[config.mk]
export PLATFORM = sky130hd
export DESIGN_NAME = mult_div_unit
export DESIGN_NICKNAME = d
export VERILOG_FILES = /design/src/rtl/mdu_pkg.sv /design/src/rtl/mult_div_unit.sv
export SDC_FILE = /design/constraint.sdc
export NUM_CORES = 1
export LEC_CHECK = 0
export BUFFER_PORTS_ARGS = -buffer_cell sky130_fd_sc_hd__buf_4
export CAP_MARGIN = 40
export CORE_MARGIN = 2
export CORE_UTILIZATION = 35
export CTS_BUF_LIST = sky130_fd_sc_hd__clkbuf_4 sky130_fd_sc_hd__clkbuf_8
export CTS_CLUSTER_DIAMETER = 40
export DETAILED_ROUTE_END_ITERATION = 8
export MAX_ROUTING_LAYER = met4
export PLACE_DENSITY_LB_ADDON = 0.25
export SETUP_SLACK_MARGIN = 0.5
export SLEW_MARGIN = 20
export SYNTH_ARGS = -nofsm -noshare
export SYNTH_HDL_FRONTEND = slang
export SYNTH_SLANG_ARGS = --single-unit
[constraint.sdc]
create_clock -name clk -period 3.3 [get_ports clk]
set_input_delay 0.825 -clock clk [delete_from_list [all_inputs] [get_ports clk]]
set_output_delay 0.825 -clock clk [all_outputs]
set_load 0.02 [all_outputs]
[src/rtl/mdu_pkg.sv]
// Shared definitions for the multiply/divide unit: operation codes, FSM states
// and small op-decode helpers used by the unit, control_unit and the bench.
package mdu_pkg;

  localparam logic [1:0] MDU_MULT  = 2'b00;
  localparam logic [1:0] MDU_MULTU = 2'b01;
  localparam logic [1:0] MDU_DIV   = 2'b10;
  localparam logic [1:0] MDU_DIVU  = 2'b11;

  typedef enum logic [1:0] {
    IDLE = 2'b00,
    CALC = 2'b01,
    FIX  = 2'b10,
    DONE = 2'b11
  } mdu_state_t;

  // op[1] selects divide, op[0] selects unsigned.
  function automatic logic op_is_div(input logic [1:0] op);
    return op[1];
  endfunction

  function automatic logic op_is_signed(input logic [1:0] op);
    return ~op[0];
  endfunction

endpackage

[src/rtl/mult_div_unit.sv]
// Iterative multiply/divide unit for the HI/LO registers. One result bit per
// cycle: shift-add multiply or restoring divide on operand magnitudes, then a
// sign-fix cycle that writes hi/lo. Divide by zero completes immediately.
module mult_div_unit
  import mdu_pkg::*;
#(
  parameter int WIDTH = 32
) (
  input  logic             clk,
  input  logic             reset,
  input  logic             start,
  input  logic [1:0]       op,
  input  logic [WIDTH-1:0] a,
  input  logic [WIDTH-1:0] b,
  output logic [WIDTH-1:0] hi,
  output logic [WIDTH-1:0] lo,
  output logic             busy,
  output logic             done,
  output logic             div0
);

  localparam int CNT_W = $clog2(WIDTH + 1);
  localparam logic [CNT_W-1:0] LAST_CNT = CNT_W'(WIDTH - 1);

  mdu_state_t       state;
  logic             is_div;
  logic             neg_q;      // product / quotient must be negated
  logic             neg_r;      // remainder must be negated (negative dividend)
  logic [WIDTH:0]   opnd;       // multiplicand / divisor magnitude
  logic [2*WIDTH:0] acc;        // {upper W+1 bits, lower W bits}
  logic [CNT_W-1:0] cnt;

  // Operand conditioning
  logic             a_neg, b_neg;
  logic [WIDTH-1:0] a_mag;
  logic [WIDTH:0]   b_ext, b_mag;

  // Iteration datapath
  logic [WIDTH:0]     mul_sum;
  logic [WIDTH:0]     div_shift;
  logic [WIDTH+1:0]   div_diff;
  logic [2*WIDTH:0]   acc_step;

  // Result conditioning
  logic [2*WIDTH-1:0] prod, prod_fix;
  logic [WIDTH-1:0]   quot_fix, rem_fix;

  // Magnitudes of the incoming operands and the signs the result needs.
  always_comb begin
    a_neg = op_is_signed(op) & a[WIDTH-1];
    b_neg = op_is_signed(op) & b[WIDTH-1];
    // The dividend/multiplier magnitude is at most 2**(WIDTH-1) when signed, so
    // its two's-complement negation read as unsigned is exact in WIDTH bits.
    a_mag = a_neg ? -a : a;
    b_ext = {b_neg, b};
    b_mag = b_neg ? -b_ext : b_ext;
  end

  // One multiply or divide step on the accumulator.
  always_comb begin
    // NOTE: every always_comb output is assigned up front so no path can
    // leave it unassigned and infer a latch.
    acc_step  = acc;
    mul_sum   = acc[2*WIDTH:WIDTH] + (acc[0] ? opnd : '0);
    div_shift = {acc[2*WIDTH-1:WIDTH], acc[WIDTH-1]};
    div_diff  = {1'b0, div_shift} - {1'b0, opnd};
    if (is_div) begin
      // Restoring division: keep the trial difference only when it did not borrow.
      if (div_diff[WIDTH+1])
        acc_step = {div_shift, acc[WIDTH-2:0], 1'b0};
      else
        acc_step = {div_diff[WIDTH:0], acc[WIDTH-2:0], 1'b1};
    end else begin
      acc_step = {1'b0, mul_sum, acc[WIDTH-1:1]};
    end
  end

  // Signed results from the unsigned magnitudes left in the accumulator.
  always_comb begin
    prod     = acc[2*WIDTH-1:0];
    prod_fix = neg_q ? -prod : prod;
    quot_fix = neg_q ? -acc[WIDTH-1:0] : acc[WIDTH-1:0];
    rem_fix  = neg_r ? -acc[2*WIDTH-1:WIDTH] : acc[2*WIDTH-1:WIDTH];
  end

  // Control FSM with registered handshake outputs and the hi/lo result registers.
  always_ff @(posedge clk) begin
    // NOTE: state is updated with non-blocking assignments so every register
    // samples the pre-edge values regardless of statement order.
    if (reset) begin
      state  <= IDLE;
      is_div <= 1'b0;
      neg_q  <= 1'b0;
      neg_r  <= 1'b0;
      opnd   <= '0;
      acc    <= '0;
      cnt    <= '0;
      hi     <= '0;
      lo     <= '0;
      busy   <= 1'b0;
      done   <= 1'b0;
      div0   <= 1'b0;
    end else begin
      done <= 1'b0;
      div0 <= 1'b0;
      unique case (state)
        IDLE, DONE: begin
          if (start) begin
            is_div <= op_is_div(op);
            neg_q  <= a_neg ^ b_neg;
            neg_r  <= a_neg;
            opnd   <= b_mag;
            acc    <= {{(WIDTH+1){1'b0}}, a_mag};
            cnt    <= '0;
            if (op_is_div(op) && (b == '0)) begin
              state <= DONE;
              done  <= 1'b1;
              div0  <= 1'b1;
            end else begin
              state <= CALC;
              busy  <= 1'b1;
            end
          end else begin
            state <= IDLE;
          end
        end
        CALC: begin
          acc <= acc_step;
          cnt <= cnt + CNT_W'(1);
          if (cnt == LAST_CNT)
            state <= FIX;
        end
        FIX: begin
          if (is_div) begin
            hi <= rem_fix;
            lo <= quot_fix;
          end else begin
            hi <= prod_fix[2*WIDTH-1:WIDTH];
            lo <= prod_fix[WIDTH-1:0];
          end
          state <= DONE;
          busy  <= 1'b0;
          done  <= 1'b1;
        end
        default: state <= IDLE;
      endcase
    end
  end

endmodule

; Word level (Yosys, flattened, before mapping)
; Index checks and enable logic that the tools add are counted.
; Widths: inputs -> output; s select.
[word_totals]
output_inout_bits = 67
reg_bits = 176
wordCells = 66
input_bits = 69
[classes]
add_sub_neg = 8
reduce_logical = 10
n_mux = 24
bitwise = 5
n_eq_ne = 7
[ops]
columns = cell, count
row1 = $mux 65, 3
row2 = $mux 32, 5
row3 = $pmux 65 s2, 1
row4 = $neg 32->32, 3
row5 = $mux 33, 2
row6 = $mux 64, 1
row7 = $neg 64->64, 1
row8 = $sub 33x33->34, 1
row9 = $add 33x33->33, 1
row10 = $neg 33->33, 1
row11 = $logic_not 32->1, 1
row12 = $pmux 6 s2, 1
row13 = $add 6x1->6 const B, 1
row14 = $eq 6x5->1 const B, 1
row15 = $mux 2, 3
row16 = $mux 6, 1
row17 = $ne 2x2->1 const B, 3
row18 = $pmux 2 s3, 1
row19 = $eq 2x2->1 const B, 2
row20 = $mux 1, 4
row21 = $pmux 1 s2, 2
row22 = $reduce_and 2->1, 2
row23 = $reduce_bool 2->1, 2
row24 = $reduce_or 2->1, 2
row25 = other kinds (7), 9

; Depth between registers and ports, before layout
; Gate-level depths: netlist (run 1).
[depth]
word_depth = 5
mapped_depth = 15

; Least setup slack after synthesis (run 1)
; Ideal clock, no wire load.
[synth_path]
kind = input -> register
start = input b[7]
end = register opnd[30]
cell_stages = 8
t_arrival_ps = 3225
path_slack_ps = -10
n_path_buf = 0
required_time_ps = 3214
path_cell_list = or4_4 > or4_4 > nor4_4 > nand2_2 > or4_4 > o41ai_2 > xor2_1 > a211oi_1
[synth_via]
elab_chain_cells = 2
[synth_lines]
columns = element, line_no
row1 = "start, declared", mult_div_unit.sv:14  ; input logic [WIDTH-1:0] b,
row2 = $neg 33->33, mult_div_unit.sv:56  ; b_mag = b_neg ? -b_ext : b_ext;
row3 = $mux 33, mult_div_unit.sv:56
row4 = "end signal, assigned", mult_div_unit.sv:112  ; opnd <= b_mag;
row5 = "end, declared", mult_div_unit.sv:29  ; logic [WIDTH:0] opnd;
; No other way between the ends.
; A chain may end at the register's enable or synchronous reset.

; Worst setup path after layout (run 1)
[layout_path]
start = register acc[31]
end = register acc[64]
[layout_via]
elab_chain_cells = 4
[layout_lines]
columns = element, line_no
row1 = "start, declared", mult_div_unit.sv:30  ; logic [2*WIDTH:0] acc;
row2 = "start signal, assigned", mult_div_unit.sv:113  ; acc <= {{(WIDTH+1){1'b0}}, a_mag};
row3 = "start signal, assigned", mult_div_unit.sv:128  ; acc <= acc_step;
row4 = $sub 33x33->34, mult_div_unit.sv:66  ; div_diff = {1'b0, div_shift} - {1'b0, opnd};
row5 = $mux 65, mult_div_unit.sv:69  ; if (div_diff[WIDTH+1])
row6 = $mux 65, mult_div_unit.sv:67  ; if (is_div) begin
row7 = $pmux 65 s2, mult_div_unit.sv:106  ; unique case (state)
; No other way between the ends.

==> results of run 1 <==
## worst reg2reg max path: cells and delay by family, from the launching register on
| family | cells | cell delay, ns |
|---|---|---|
| compound gates | 7 | 1.08 |
| fa+ha+maj | 2 | 0.48 |
| buf+inv | 5 | 0.58 |
| flops | 1 | 0.34 |
| xor+xnor | 1 | 0.22 |
| simple gates | 1 | 0.11 |
## flip-flops by register name, summed over array words and instances (netlist names)
signal / cells
acc: 65
opnd: 33
hi: 32
lo: 32
cnt: 6
state: 2
busy: 1
div0: 1
done: 1
is_div: 1
neg_q: 1
neg_r: 1
## layout make-up
| type | instances | share of cell area [%] |
|---|---|---|
| tap | 518 | 3.63 |
| multi-input combinational | 1446 | 57.7 |
| timing repair buffer | 325 | 14.5 |
| timing repair inverter | 2 | 0.112 |
| clock inverter | 14 | 1.27 |
| inverter | 69 | 1.52 |
| sequential | 176 | 19.9 |
| clock buffer | 17 | 1.31 |
## final timing paths
path              end  cells past startpoint  slack (ns)
min reg2reg  opnd[29]                      2        0.47
min          opnd[29]                      2        0.47
max reg2reg   acc[64]                     16        0.35
max           acc[64]                     16        0.35
## what timing repair did
item	in CTS	in global routing
endpoints found under the hold margin	0	0
cloned	2	1
setup buffers	30	31
endpoints found under the setup margin	51	64
gates resized for setup	95	140
pin swaps	55	58
## power groups by stage
stage | logic [µW] | clock network, µW | registers [µW]
2_1_floorplan | 3240 | 0 | 3170
3_5_place_dp | 5120 | 0 | 3050
3_3_place_gp | 5080 | 0 | 3030
6_report | 5650 | 1830 | 3030
5_1_grt | 6180 | 1930 | 3090
4_1_cts | 5330 | 1850 | 3010
## per-stage QoR
stage / instances / TNS, ns / area, µm² / util [%]
after floorplan: 1792 / -0.00912 / 13700 / -
after global placement: 2471 / -0.890 / 16000 / 41.5
after detailed placement: 2472 / -0.902 / 16000 / 41.5
after CTS: 2535 / 0 / 17000 / 44.2
after global routing: 2567 / 0 / 17900 / 46.4
final: 2567 / 0 / 17900 / 46.4
## routing by layer
| metal | vias up | global-route usage, % |
|---|---|---|
| li1 | 6997 | - |
| met1 | 6774 | 31.6 |
| met2 | 378 | 35.6 |
| met3 | 67 | 2.66 |
| met4 | 0 | 8.36 |
| met5 | - | - |
## cells by family after synthesis
| kind of cell | after synthesis | synth area share, % |
|---|---|---|
| adders and majority gates | 74 | 6.93 |
| muxes | 64 | 4.75 |
| xor gates and xnor gates | 166 | 10.7 |
| and+or+nand+nor | 590 | 20.5 |
| DFF | 176 | 26.0 |
| buffers and inverters | 170 | 5.06 |
| AOI/OAI and AO/OA | 552 | 26.1 |
## cells in the mapped netlist (25+ instances only)
cell type | number | area, µm²
xor2_1 | 92 | 806
nand2_1 | 170 | 638
nand3_1 | 25 | 125
o21ai_0 | 119 | 596
ha_1 | 72 | 901
a211oi_1 | 85 | 638
o31ai_1 | 29 | 218
o211ai_1 | 37 | 278
mux2i_1 | 61 | 611
nor3_1 | 42 | 210
inv_1 | 67 | 251
clkbuf_1 | 85 | 319
a21oi_1 | 141 | 706
nor2_1 | 205 | 769
xnor2_1 | 74 | 648
dfxtp_1 | 176 | 3520
==> flow_summary.yaml, run 1 <==
outcome:
  run_status: "finished, final reports clean"
clock_network:
  numCtsBuffers: 17
  numClockSinks: 176
  cts_hold_buf: 0
  path_clk_slew_ns: 0.12
  cts-root-buf: "clkbuf_8"
  clockBufferDepth: 2
  tritoncts: "yes"
  h-tree-depth: 4
  insertion_delay_ns: 0.53
power_and_ir_drop:
  seqPwrFrac_pct: 28.8
  vdd_drop_max_mv: 0.528
  p_total_uw: 10500
  p_clk_share_pct: 17.5
  p_int_uw: 5760
  leakagePower_uw: 0.00708
  combPwrFrac_pct: 53.7
  switching_share_pct: 45.2
  p_per_area_mw_per_mm2: 588
  p_sw_uw: 4750
place:
  dp_slack_ns: -0.252
  dp_hpwl_mm: 35.6
  place_congestion: 0.949
  io_buffer_count: 135
worst_setup_path:
  reg2reg_from: "acc[31]"
  critPathSlowestCell: "dfxtp_2"
  worst-path-buf-inv: 5
  required_ns: 3.70
  crit_path_start: "acc[31]"
  start_kind: "register"
  crit_family: "compound AO/OA/AOI/OAI gates"
  cp_slowest_stage_delay_ns: 0.34
  end_kind: "register"
  cp_max_fo: 2
  cp.arrival_ns: 3.34
  crit_path_cell_trace: "inv_2, ha_4, inv_2, fa_2, a211oi_2, o21ai_2, o211ai_1, buf_4, a2111oi_4, buf_4, buf_6, o31ai_4, nand2b_1, a21oi_2, xor2_1, o31ai_1"
  path_class: "register to register"
layout:
  final_cell_mix: "buf_4 (302), nor2_1 (192), nand2_1 (164), dfxtp_1 (158), a21oi_1 (126)"
  area_growth_pct: 31.6
  nets: 2180
  nFillCells: 3821
  multi_input_area_mm2: 0.0103
  layout_commonest_cell: "buf_4"
  regArea_mm2: 0.00356
  drive_gt1_share_pct: 27.1
  n_antenna_cell: 0
floorplan:
  chipWidth_um: 201
  dieArea_mm2: 0.0404
  core-area_mm2: 0.0385
  io_pins: 136
  start_util_pct: 35.3
  die_h_um: 201
  rows: 72
sta:
  hold_viol: 0
  tightest_slew_ns: 0.730
  finalCriticalPeriod_ns: 2.95
  setup_ws_ns: 0.355
  timing.final.crit_share_pct: 89.2
  rsz0062_at_grt: "true"
  whs_ns: 0.467
  slew-limit-headroom_pct: 51.3
  finalSetupViolCount: 0
  max_freq_mhz: 340
  slew_violations: 0
  skew_ns: 0.0254
yosys:
  syn_area_mm2: 0.0136
  synth_flop_cell: "dfxtp_1"
  syn_area_per_cell_um2: 7.58
  synth_edf_count: 0
  synth_cell_types: 74
  yosysSeqAreaShare_pct: 26.0
  synth_nets: 1935
  async_reset_ff_share_pct: 0
  synthCells: 1792
  yosys_warnings: 0
  synth-seq-cells: 176
drt:
  top_layer: "met4"
  post_drt_wl_per_cell_um: 18.5
  met2RoutedLength_mm: 21.7
  dr.pass1.iters: 5
  routed_wl_mm: 47.6
  met1_length_mm: 22.4
  via_per_inst: 5.54
  wl_met3_mm: 2.16
  vias: 14200
  drtIter0Drc: 1009
  ant_nets: 0
  drc: 0
hold_path:
  hold_path.class: "register to register"
  hold_start: "opnd[29]"
global_routing:
  grt.overflow.total: 0
  grt_pass1_wl_mm: 73.1
  grt_antenna_before_repair: 0
  grt_usage_pct: 23.3
  grt_pass1_vias: 13300
  grt_max_degree: 104
job:
  drv_cap: 0
(Power assumes the default switching activity.)
==> run 2: changes to the inputs <==
Settings changed: CELL_PAD_IN_SITES_DETAIL_PLACEMENT from default to 1, CELL_PAD_IN_SITES_GLOBAL_PLACEMENT from default to 2, CORE_UTILIZATION 35 to 32, CTS_BUF_LIST sky130_fd_sc_hd__clkbuf_4 sky130_fd_sc_hd__clkbuf_8 to sky130_fd_sc_hd__clkbuf_8 sky130_fd_sc_hd__clkbuf_16.
==> run 2 against run 1 <==
Against the previous run: flip-flop and latch count unchanged; critical path depth down 7; sequential share of layout area down 0.68 points; worst setup slack worse by 0.12 ns; global-route usage up 2.4 points; first-iteration DRC count down 11%; non-clock buffer count up 23; largest power group unchanged.
==> flow_summary.yaml, run 2 (synthesis results as in run 1) <==
outcome:
  run_status: "finished, final reports clean"
worst_setup_path:
  worst-path-buf-inv: 0
  r2r_setup_slack_ns: 0.24
  end_kind: "register"
  crit_path_cell_trace: "or4_4, nor4_4, or3b_4, or4b_4, nor4_4, o21ai_1, xor2_1, mux2i_1, nor2_1"
  r2r_end: "hi[31]"
  start_kind: "register"
  required_ns: 3.63
  rr_worst_depth: 9
  critPathSlowestCell: "or4_4"
  crit_path_frequent_cell: "nor4_4"
  cp.arrival_ns: 3.39
  cp_max_fo: 3
  reg2reg_from: "acc[47]"
  crit_family: "simple AND/OR/NAND/NOR gates"
  cp_slowest_stage_delay_ns: 0.58
  path_class: "register to register"
sta:
  rsz0062_at_grt: "true"
  setup_ws_ns: 0.235
  slew-limit-headroom_pct: 45.7
  timing.final.crit_share_pct: 92.9
  max_freq_mhz: 326
  hold_viol: 0
  finalCriticalPeriod_ns: 3.06
  skew_ns: 0.0193
  slew_violations: 0
  finalSetupViolCount: 0
  tightest_slew_ns: 0.814
power_and_ir_drop:
  vdd_drop_max_mv: 0.347
  p_per_area_mw_per_mm2: 609
  leakagePower_uw: 0.00726
  p_total_uw: 11200
drt:
  routed_wl_mm: 56.7
  via_per_inst: 5.56
  ant_nets: 0
  drtIter0Drc: 900
  vias: 14500
  dr.pass1.iters: 5
  post_drt_wl_per_cell_um: 21.7
  drc: 0
global_routing:
  grt.overflow.total: 0
  use_met2_pct: 38.7
  grt_antenna_before_repair: 1
  grt_usage_pct: 25.7
  grt-busiest-layer: "met2"
  grt_pass1_vias: 14700
  grtUsageMet1_pct: 36.2
  grt_pass1_wl_mm: 85.7
  grt.met3_usage_pct: 3.74
  grt_max_degree: 142
layout:
  top_register: "acc"
  drive_gt1_share_pct: 29.2
  final_cell_mix: "buf_4 (328), nor2_1 (192), nand2_1 (161), dfxtp_1 (160), a21oi_1 (121)"
  nets: 2202
  layout_commonest_cell: "buf_4"
  area_growth_pct: 35.8
  top_regs: "acc: 65 flops, opnd: 33 flops"
  largest_reg_flops: 65
floorplan:
  die_h_um: 210
  chipWidth_um: 210
  dieArea_mm2: 0.0441
  io_pins: 136
  core-area_mm2: 0.0419
  rows: 75
  start_util_pct: 32.4
clock_network:
  path_clk_slew_ns: 0.08
  tritoncts: "yes"
  clockBufferDepth: 2
  h-tree-depth: 4
  numClockSinks: 176
  numCtsBuffers: 17
  cts-root-buf: "clkbuf_16"
  cts_hold_buf: 0
  insertion_delay_ns: 0.48
hold_path:
  hold-path-cell-count: 2
  hold_path_end: "opnd[29]"
  hold_start: "opnd[29]"
  hold_path.class: "register to register"
job:
  drv_cap: 0
place:
  dp_hpwl_mm: 42.2
  dp_slack_ns: -0.228
  place_congestion: 0.937
  io_buffer_count: 135
run 2: how the worst max path moves through the flow:
stage,from,endpoint,slack [ns],cells after the start
3_3_place_gp,b[7],opnd[30],-0.21,9
5_1_grt,b[0],busy,0.12,13
3_5_place_dp,b[7],opnd[30],-0.23,9
6_report,acc[47],hi[31],0.24,9
2_1_floorplan,b[7],opnd[30],-0.009,8
4_1_cts,b[7],opnd[30],0.28,9
run 2: what timing repair did:
item	CTS	global route
cloned	1	0
pin swaps	63	57
setup endpoints to repair	66	70
buffers inserted	39	24
resized for setup	143	134
run 2: metal layers:
layer  wire [µm]  share of wire [%]  up-vias
met5           0                  0        -
li1            -                  -     7021
met2       25300                 45      310
met1       27900                 49     7125
met4         937                1.7        0
met3        2550                4.5       55
run 2: worst reg2reg max path, delay by kind of cell (launching register included):
kind | cells | cell delay, ns
mux | 1 | 0.14
xor+xnor | 1 | 0.18
flops | 1 | 0.32
compound gates | 1 | 0.10
simple gates | 6 | 2.19
run 2: stage by stage:
step / util [%] / instances / setup TNS (ns) / hold WS, ns / instance area, µm²
6_report: 44.0 / 2612 / 0 / 0.477 / 18400
5_1_grt: 44.0 / 2612 / 0 / 0.498 / 18400
4_1_cts: 42.1 / 2586 / 0 / 0.473 / 17700
3_5_place_dp: 38.5 / 2514 / -1.10 / 0.462 / 16100
3_3_place_gp: 38.5 / 2514 / -0.974 / 0.455 / 16100
2_1_floorplan: - / 1792 / -0.00912 / 0.432 / 13700
run 2: where the power goes:
part	total (µW)	internal [µW]	switching [µW]	leakage, µW
Clock	2190	1140	1040	0.000293
Sequential	3040	2610	432	0.00144
Combinational	6000	2330	3670	0.00552
Total	11200	6090	5150	0.00726
run 2: cell type report:
class                   instances  area, µm²
fillers                      4995      23500
multi-input cells            1446      10600
flip-flops and latches        176       3550
repair buffers                348       2740
well taps                     539        674
clock buffers                  17        425
inverters                      69        277
clock inverters                15        176
repair inverters                1       16.3
diodes                          1       2.50
